### src/rtl/bus_interconnect.sv
// ---------------------------------------------------------------------------
// bus_interconnect
//
// Two-master (ibus fetch, dbus data) to NUM_SLAVES-slave interconnect.
// One transaction is in flight at a time. Masters are arbitrated
// round-robin in IDLE. The winner's address is decoded against a
// programmable base/mask map, where the lowest slave index wins on overlap.
// Unmapped addresses, and ibus fetches from non-executable slaves, get an
// immediate error response. A slave that never answers is cut off after
// TIMEOUT_CYCLES.
//
// Ports:
//   clk, rst                 clock, asynchronous active-high reset
//   ibus_req/addr            fetch request (held until ibus_ready)
//   ibus_rdata/ready/error   fetch response (ready is a one-cycle pulse)
//   dbus_req/we/addr/wdata/wstrb  data request (held until dbus_ready)
//   dbus_rdata/ready/error   data response (ready is a one-cycle pulse)
//   s_req                    one-hot slave select
//   s_we/addr/wdata/wstrb    shared slave request fields (address not rebased)
//   s_rdata                  packed read data, slice i belongs to slave i
//   s_ready                  per-slave completion
// ---------------------------------------------------------------------------
module bus_interconnect #(
    parameter int                        NUM_SLAVES     = 3,
    parameter logic [NUM_SLAVES*32-1:0]  SLAVE_BASE     = {32'h10000000, 32'h02000000, 32'h00000000},
    parameter logic [NUM_SLAVES*32-1:0]  SLAVE_MASK     = {32'hFFFFFF00, 32'hFF000000, 32'hFFC00000},
    parameter logic [NUM_SLAVES-1:0]     SLAVE_EXEC     = 3'b001,
    parameter int                        TIMEOUT_CYCLES = 256,
    parameter int                        TO_WIDTH       = 16
) (
    input  logic                     clk,
    input  logic                     rst,
    input  logic                     ibus_req,
    input  logic [31:0]              ibus_addr,
    output logic [31:0]              ibus_rdata,
    output logic                     ibus_ready,
    output logic                     ibus_error,
    input  logic                     dbus_req,
    input  logic                     dbus_we,
    input  logic [31:0]              dbus_addr,
    input  logic [31:0]              dbus_wdata,
    input  logic [3:0]               dbus_wstrb,
    output logic [31:0]              dbus_rdata,
    output logic                     dbus_ready,
    output logic                     dbus_error,
    output logic [NUM_SLAVES-1:0]    s_req,
    output logic                     s_we,
    output logic [31:0]              s_addr,
    output logic [31:0]              s_wdata,
    output logic [3:0]               s_wstrb,
    input  logic [NUM_SLAVES*32-1:0] s_rdata,
    input  logic [NUM_SLAVES-1:0]    s_ready
);

    localparam int SEL_W = (NUM_SLAVES > 1) ? $clog2(NUM_SLAVES) : 1;
    // Count value at which the access is abandoned; only used when the
    // timeout is enabled.
    localparam logic [TO_WIDTH-1:0] TO_LAST = TO_WIDTH'((TIMEOUT_CYCLES > 0) ? TIMEOUT_CYCLES - 1 : 0);

    typedef enum logic [1:0] {
        IDLE,
        ACCESS,
        RESP
    } state_t;

    state_t                 state_reg, state_next;
    logic                   grant_reg, grant_next;           // 1 = dbus owns the transaction
    logic                   last_grant_reg, last_grant_next; // 1 = dbus won last
    logic [SEL_W-1:0]       sel_reg, sel_next;
    logic [NUM_SLAVES-1:0]  s_req_reg, s_req_next;
    logic                   s_we_reg, s_we_next;
    logic [31:0]            s_addr_reg, s_addr_next;
    logic [31:0]            s_wdata_reg, s_wdata_next;
    logic [3:0]             s_wstrb_reg, s_wstrb_next;
    logic [TO_WIDTH-1:0]    to_cnt_reg, to_cnt_next;
    logic [31:0]            ibus_rdata_reg, ibus_rdata_next;
    logic                   ibus_ready_reg, ibus_ready_next;
    logic                   ibus_error_reg, ibus_error_next;
    logic [31:0]            dbus_rdata_reg, dbus_rdata_next;
    logic                   dbus_ready_reg, dbus_ready_next;
    logic                   dbus_error_reg, dbus_error_next;

    // Arbitration: a lone requester wins; on a tie the master that did
    // not win last time takes the grant.
    logic        win_d;
    logic [31:0] win_addr;
    assign win_d    = dbus_req && (!ibus_req || !last_grant_reg);
    assign win_addr = win_d ? dbus_addr : ibus_addr;

    // Address decode of the arbitration winner.
    logic [NUM_SLAVES-1:0] hit;
    generate
        for (genvar gi = 0; gi < NUM_SLAVES; gi++) begin : g_decode
            assign hit[gi] = ((win_addr & SLAVE_MASK[gi*32 +: 32]) == SLAVE_BASE[gi*32 +: 32]);
        end
    endgenerate

    logic             any_hit;
    logic [SEL_W-1:0] hit_idx;
    always_comb begin
        any_hit = |hit;
        hit_idx = '0;
        // Scan downwards so the lowest matching index is the one kept.
        for (int i = NUM_SLAVES - 1; i >= 0; i--) begin
            if (hit[i]) begin
                hit_idx = SEL_W'(i);
            end
        end
    end

    // Response mux for the currently selected slave.
    logic        sel_ready;
    logic [31:0] sel_rdata;
    always_comb begin
        sel_ready = 1'b0;
        sel_rdata = '0;
        for (int i = 0; i < NUM_SLAVES; i++) begin
            if (sel_reg == SEL_W'(i)) begin
                sel_ready = s_ready[i];
                sel_rdata = s_rdata[i*32 +: 32];
            end
        end
    end

    always_comb begin
        state_next      = state_reg;
        grant_next      = grant_reg;
        last_grant_next = last_grant_reg;
        sel_next        = sel_reg;
        s_req_next      = s_req_reg;
        s_we_next       = s_we_reg;
        s_addr_next     = s_addr_reg;
        s_wdata_next    = s_wdata_reg;
        s_wstrb_next    = s_wstrb_reg;
        to_cnt_next     = to_cnt_reg;
        // Response outputs are only non-zero during the single RESP cycle.
        ibus_rdata_next = '0;
        ibus_ready_next = 1'b0;
        ibus_error_next = 1'b0;
        dbus_rdata_next = '0;
        dbus_ready_next = 1'b0;
        dbus_error_next = 1'b0;

        case (state_reg)
            IDLE: begin
                if (ibus_req || dbus_req) begin
                    grant_next      = win_d;
                    last_grant_next = win_d;
                    if (!any_hit || (!win_d && !SLAVE_EXEC[hit_idx])) begin
                        state_next      = RESP;
                        ibus_ready_next = !win_d;
                        ibus_error_next = !win_d;
                        dbus_ready_next = win_d;
                        dbus_error_next = win_d;
                    end else begin
                        state_next   = ACCESS;
                        sel_next     = hit_idx;
                        s_req_next   = NUM_SLAVES'(1) << hit_idx;
                        s_we_next    = win_d && dbus_we;
                        s_addr_next  = win_addr;
                        s_wdata_next = win_d ? dbus_wdata : 32'h0;
                        s_wstrb_next = win_d ? dbus_wstrb : 4'h0;
                        to_cnt_next  = '0;
                    end
                end
            end

            ACCESS: begin
                // A completion in the expiry cycle takes precedence.
                if (sel_ready) begin
                    state_next      = RESP;
                    s_req_next      = '0;
                    ibus_ready_next = !grant_reg;
                    dbus_ready_next = grant_reg;
                    ibus_rdata_next = (!grant_reg) ? sel_rdata : 32'h0;
                    dbus_rdata_next = (grant_reg && !s_we_reg) ? sel_rdata : 32'h0;
                end else if ((TIMEOUT_CYCLES != 0) && (to_cnt_reg == TO_LAST)) begin
                    state_next      = RESP;
                    s_req_next      = '0;
                    ibus_ready_next = !grant_reg;
                    ibus_error_next = !grant_reg;
                    dbus_ready_next = grant_reg;
                    dbus_error_next = grant_reg;
                end else begin
                    to_cnt_next = to_cnt_reg + 1'b1;
                end
            end

            RESP: begin
                state_next = IDLE;
            end

            default: begin
                state_next = IDLE;
                s_req_next = '0;
            end
        endcase
    end

    always_ff @(posedge clk or posedge rst) begin
        if (rst) begin
            state_reg      <= IDLE;
            grant_reg      <= 1'b0;
            last_grant_reg <= 1'b0;
            sel_reg        <= '0;
            s_req_reg      <= '0;
            s_we_reg       <= 1'b0;
            s_addr_reg     <= '0;
            s_wdata_reg    <= '0;
            s_wstrb_reg    <= '0;
            to_cnt_reg     <= '0;
            ibus_rdata_reg <= '0;
            ibus_ready_reg <= 1'b0;
            ibus_error_reg <= 1'b0;
            dbus_rdata_reg <= '0;
            dbus_ready_reg <= 1'b0;
            dbus_error_reg <= 1'b0;
        end else begin
            state_reg      <= state_next;
            grant_reg      <= grant_next;
            last_grant_reg <= last_grant_next;
            sel_reg        <= sel_next;
            s_req_reg      <= s_req_next;
            s_we_reg       <= s_we_next;
            s_addr_reg     <= s_addr_next;
            s_wdata_reg    <= s_wdata_next;
            s_wstrb_reg    <= s_wstrb_next;
            to_cnt_reg     <= to_cnt_next;
            ibus_rdata_reg <= ibus_rdata_next;
            ibus_ready_reg <= ibus_ready_next;
            ibus_error_reg <= ibus_error_next;
            dbus_rdata_reg <= dbus_rdata_next;
            dbus_ready_reg <= dbus_ready_next;
            dbus_error_reg <= dbus_error_next;
        end
    end

    assign s_req      = s_req_reg;
    assign s_we       = s_we_reg;
    assign s_addr     = s_addr_reg;
    assign s_wdata    = s_wdata_reg;
    assign s_wstrb    = s_wstrb_reg;
    assign ibus_rdata = ibus_rdata_reg;
    assign ibus_ready = ibus_ready_reg;
    assign ibus_error = ibus_error_reg;
    assign dbus_rdata = dbus_rdata_reg;
    assign dbus_ready = dbus_ready_reg;
    assign dbus_error = dbus_error_reg;

endmodule

### config.mk
export PLATFORM = sky130hd
export DESIGN_NAME = bus_interconnect
export DESIGN_NICKNAME = d
export VERILOG_FILES = /design/src/rtl/bus_interconnect.sv
export SDC_FILE = /design/constraint.sdc
export NUM_CORES = 1
export LEC_CHECK = 0
export CORE_MARGIN = 1.5
export CORE_UTILIZATION = 41
export CTS_BUF_LIST = sky130_fd_sc_hd__clkbuf_8
export DETAILED_ROUTE_END_ITERATION = 8
export DONT_BUFFER_PORTS = 1
export GPL_ROUTABILITY_DRIVEN = 0
export PLACE_DENSITY = 0.57
export SLEW_MARGIN = 30
export SYNTH_ARGS = -nofsm -noshare
export SYNTH_HDL_FRONTEND = slang
export SYNTH_SLANG_ARGS = --single-unit
export TNS_END_PERCENT = 20
### constraint.sdc
create_clock -name clk -period 9.4 [get_ports clk]
set_input_delay 2.82 -clock clk [delete_from_list [all_inputs] [get_ports clk]]
set_output_delay 2.82 -clock clk [all_outputs]
set_load 0.01 [all_outputs]
* Word level (Yosys, flattened, before mapping)
Cells that the tools add are included.
** Cells by class
- Add/subtract/negate cells :: 1
- Multiply operators :: 0
- Divide/modulo/power cells :: 0
- Magnitude comparators :: 1
- Eq/ne operators :: 12
- Shift operators :: 1
- Muxes and demuxes :: 49
- Bitwise operators :: 2
- Reductions and logical operators :: 23
** Operators with widths (number)
- $mux 32 :: 11
- $mux 16 :: 4
- $logic_not 32->1 :: 1
- $pmux 16 s2 :: 1
- $eq 24x21->1 const B :: 1
- $add 16x1->16 const B :: 1
- $eq 16x8->1 const B :: 1
- $mux 1 :: 14
- $mux 2 :: 7
- $mux 3 :: 4
- $pmux 3 s3 :: 1
- $eq 8x2->1 const B :: 1
- $ne 2x2->1 const B :: 4
- $pmux 1 s2 :: 4
- $logic_not 1->1 :: 6
- $reduce_and 5->1 :: 1
- $eq 2x1->1 const B :: 2
- $eq 2x2->1 const B :: 2
- $logic_and 1x1->1 :: 4
- $logic_not 2->1 :: 2
- $mux 4 :: 1
- $pmux 2 s2 :: 1
- $reduce_and 2->1 :: 2
- $reduce_and 4->1 :: 1
- 9 further kinds :: 12
** Storage, ports and cells
- Register bits :: 161
- Bits in latches :: 0
- RAM bits :: 0
- ROM bits :: 0
- Bits of input ports :: 204
- Word-level logic and storage cells :: 104
- Memories kept :: 0

* Logic depth before layout (Yosys ltp)
- Word-level depth :: 16
- Mapped depth :: 9
- Gate-level depth less buffers :: 6

* Worst setup path after synthesis
OpenSTA, ideal clock, no wires.
- Path kind :: input -> register
- Start :: input port dbus_addr[25]
- End :: register s_addr_reg[0] (netlist: s_addr[0])
- Setup time :: 0.127 ns
- Arrival time :: 4.467 ns
- Data required time :: 9.273 ns
- Setup slack :: 4.805 ns
- Cell stages on the path :: 6
- Path buffers :: 1
- Path through :: nor3_1 > nand3_2 > a2111o_1 > a21oi_4 > buf_6 > mux2_1
** On the way
- Cells in the longest elaborated chain, start to end :: 12
- Elaborated cells between the ends (all ways) :: 16
** RTL lines
- start, declared :: RTL line 40 : input logic [31:0] dbus_addr,
- $mux 32 (*) :: RTL line 88 : assign win_addr = win_d ? dbus_addr : ibus_addr;
- $eq 24x21->1 :: RTL line 94 : assign hit[gi] = ((win_addr & SLAVE_MASK[gi*32 +: 32]) == SLAVE_BASE[gi*32 +: 32]);
- $mux 2 (3 in a row) :: RTL line 105 : if (hit[i]) begin
- $bmux 1 s2 :: RTL line 149 : if (!any_hit || (!win_d && !SLAVE_EXEC[hit_idx])) begin
- $mux 1 (implied by the code) :: RTL line 149
- $logic_not 1->1 :: RTL line 149
- $logic_and 1x1->1 :: RTL line 149
- $logic_or 1x1->1 (*) :: RTL line 149
- $not 1->1 (no source line) (*)
- $reduce_and 3->1 (no source line) (*)
- end signal, assigned :: RTL line 225 : s_addr_reg <= s_addr_next;
- end, declared :: RTL line 72 : logic [31:0] s_addr_reg, s_addr_next;
Every way passes the cells marked *; elsewhere a longest branch is shown, timed or not. The select of a mux whose other input is x is not followed.
A chain may end at the register's enable or synchronous reset.

* Final worst setup path
- Start :: input port dbus_req
- End :: register s_addr_reg[1] (netlist: s_addr[1])
** On the way
- Cells in the longest elaborated chain, start to end :: 13
- Elaborated cells between the ends (all ways) :: 19
** RTL lines
- start, declared :: RTL line 38 : input logic dbus_req,
- $logic_and 1x1->1 :: RTL line 87 : assign win_d = dbus_req && (!ibus_req || !last_grant_reg);
- $mux 32 :: RTL line 88
- $eq 24x21->1 :: RTL line 94
- $mux 2 (3 in a row) :: RTL line 105
- $bmux 1 s2 :: RTL line 149
- $mux 1 (implied by the code) :: RTL line 149
- $logic_not 1->1 :: RTL line 149
- $logic_and 1x1->1 :: RTL line 149
- $logic_or 1x1->1 :: RTL line 149
- $not 1->1 (no source line)
- $reduce_and 3->1 (no source line)
Several ways; a longest one is shown, not always the timed one. The select of a mux whose other input is x is not followed.

==> reports/qor.csv <==
stage;metric;value;unit
floorplan;DIE WIDTH;136;µm
floorplan;num rows;48;
flow_run;MaxCap Viol Count;0;
setup_path;worst flop-to-flop path startpoint;last_grant_reg$_DFFE_PP0P_;
placed_design;worst slack at placement;3890;ps
drt;final WL;20.0;mm
clocking;PostCTS Resize Cnt;0;
drt;Iteration-0 DRC Markers;306;
yosys;synth warn;0;
drt;routed vias/inst;5.86;
sta;Least-Margin Pin Slew;880;ps
pwr;Sw Ratio;27.9;%
setup_path;Crit Path Class;input port to flip-flop;
drt;drt drc;0;
clocking;CTS max path bufs;2;
finish;Nets;871;
global_routing;Total GRT Usage;21.2;%
clocking;htree depth;4;
clocking;Num CTS Buffers;17;
clocking;Post-CTS Repair Setup Buffers;0;
setup_path;Worst Path Arrival;5380;ps
setup_path;CP required;9740;ps
sta;Worst Slack Setup Final;4360;ps
finish;commonest non-fill, non-tap cell in the layout;dfrtp_1;
sta;RSZ-0062 raised after global routing;false;
sta;Final Setup Violations;0;
pwr;Seq pwr share;52.3;%
setup_path;reg2reg path depth;6;
global_routing;vias in the first global route;5260;
drt;1st-pass router iterations;6;
pwr;Pleak;3.59;nW
global_routing;antenna violations before repair;0;
setup_path;CP Capture Type;flip-flop;
min_path;hold path start;s_wstrb[3]$_DFFE_PP0P_;
clocking;hold buffer count at cts;0;
floorplan;I/O Pins;344;
clocking;Clk Latency, worst-skew pair;450;ps
clocking;clock-pin slew on the worst setup and hold paths;90;ps
floorplan;Core Region;17300;µm²
yosys;Post-synth ARST share;100;%
floorplan;DIE HEIGHT;136;µm
outcome;status;finished, final reports clean;
global_routing;first-pass GRT wire length;29.4;mm
min_path;WHS Path Cells;1;
sta;final worst-path cycle share;53.7;%
clocking;Root Driver;clkbuf_8;
sta;f_max;198;MHz
yosys;sequential share of the synthesized area;55.7;%
floorplan;Die Area;18400;µm²
pwr;Clock power frac;38.7;%
drt;antenna-violating nets left;0;
finish;ant diodes;0;
pwr;pwr dens;185;nW/µm²
min_path;worst hold path type;flip-flop to flip-flop;
global_routing;gr ovfl total;0;
finish;layout cell share with drive strength beyond 1;10.3;%
yosys;Yosys cell types;58;
finish;Area Growth Syn to Fin;8.15;%
clocking;TritonCTS clock tree;built;
sta;min Tclk post-route;5050;ps
placed_design;post-DP HPWL;14.7;mm
pwr;combinational power share;9.0;%
yosys;Post-synth EDFFs;0;
pwr;VDD IR max;0.0000928;V
sta;Worst Skew;20.2;ps
setup_path;Startpoint Class;input port;
pwr;Switch Pwr;0.403;mW
sta;Final Hold Fails;0;
yosys;Mapped Area;7230;µm²
yosys;Synth Area per Inst;10.5;µm²
clocking;clk sinks;161;
sta;Fin Setup TNS;0;ps
yosys;Net Count, Synth;891;
yosys;Most used DFF post-synth;dfrtp_1;
drt;routed vias;5290;
drt;wire length per cell;22.2;µm
placed_design;I/O Buffers;0;
min_path;hold worst-path end;s_wstrb[3]$_DFFE_PP0P_;
pwr;P_int;1.04;mW
yosys;Mapped Cells;686;
yosys;Seq cells post-synth;161;
floorplan;Starting Density;41.8;%
sta;relative slew slack;40.9;%
setup_path;Worst R2R Setup Slack;6130;ps
finish;most frequent cells in the layout;dfrtp_1, nor2_1, nand2_1;
setup_path;crit-path max FO;34;
global_routing;largest net degree at the start of global routing;97;
setup_path;r2r endpoint;s_addr[1]$_DFFE_PP0P_;
sta;Final Max Tran Viols;0;
## Yosys cell counts, drive strengths merged (5+ instances only)
master / number / area [µm²]
dfrtp: 161 / 4030
nor2: 105 / 394
nand2: 103 / 387
a32o: 38 / 380
mux2i: 38 / 380
a21oi: 37 / 196
clkbuf: 28 / 105
mux2: 26 / 293
buf: 19 / 130
nor3: 11 / 60.1
o21ai: 11 / 55.1
nand3: 10 / 60.1
nor4: 10 / 77.6
o31ai: 9 / 67.6
and2: 8 / 50.1
a31o: 6 / 52.6
inv: 5 / 18.8
## cells by family (layout without fill, tap and decap cells)
| kind of cell | after synthesis | in the layout | share of synthesized area, % |
|---|---|---|---|
| buffers and inverters | 52 | 44 | 3.51 |
| AND/OR/NAND/NOR | 272 | 272 | 16.6 |
| multiplexers | 64 | 64 | 9.31 |
| XOR/XNOR | 1 | 1 | 0.121 |
| AO/OA/AOI/OAI | 135 | 135 | 14.6 |
| flip-flops | 161 | 161 | 55.7 |
| adder cells (fa/ha/maj) | 1 | 1 | 0.173 |
## final cells by class
| class | count | area, µm² |
|---|---|---|
| Clock buffer | 18 | 248 |
| Clock inverter | 13 | 199 |
| Fill cell | 1649 | 9470 |
| Inverter | 5 | 23.8 |
| Multi-Input combinational cell | 473 | 2960 |
| Sequential cell | 161 | 4030 |
| Tap cell | 225 | 282 |
| Timing Repair Buffer | 8 | 80.1 |
## how the worst max path moves through the flow
stage                                   to  startpoint  slack (ps)  cells after the start
finish               s_addr[1]$_DFFE_PP0P_    dbus_req        4360                      6
global route        s_addr[20]$_DFFE_PP0P_    dbus_req        4210                      6
CTS                  s_addr[1]$_DFFE_PP0P_    dbus_req        4390                      6
detailed placement   s_addr[1]$_DFFE_PP0P_    dbus_req        3890                      6
global placement    sel_reg[0]$_DFFE_PP0P_    dbus_req        3760                      5
floorplan             dbus_error$_DFF_PP0_         rst        2230                      1
## power by group through the flow
stage | sequential, mW | clock (mW) | combinational (mW)
2_1_floorplan | 0.753 | 0 | 0.113
5_1_grt | 0.761 | 0.611 | 0.147
3_5_place_dp | 0.770 | 0 | 0.131
3_3_place_gp | 0.769 | 0 | 0.127
6_report | 0.756 | 0.559 | 0.130
4_1_cts | 0.756 | 0.575 | 0.132
## through the flow
stage	area [µm²]	instances	hold slack (ps)	util [%]	total power [mW]
after floorplan	7230	686	524	-	0.866
after global placement	7350	871	542	42.5	0.896
after detailed placement	7370	872	553	42.6	0.901
after CTS	7820	903	573	45.2	1.46
after global routing	7820	903	585	45.2	1.52
final	7820	903	569	45.2	1.45
## worst max-delay path: stages
cell and delay, ps:
a21boi_4 660, nand3_2 190, a2111o_1 570, a21oi_4 550
buf_16 240, mux2_1 340
## metal layers
metal	part of all wire, %	vias to the layer above	GRT usage (%)
met5	0	-	0
met4	1.3	0	5.73
met3	9.4	18	7.57
met2	50	279	35.9
met1	39	2595	25.7
li1	-	2398	-
(Power assumes the default switching activity.)
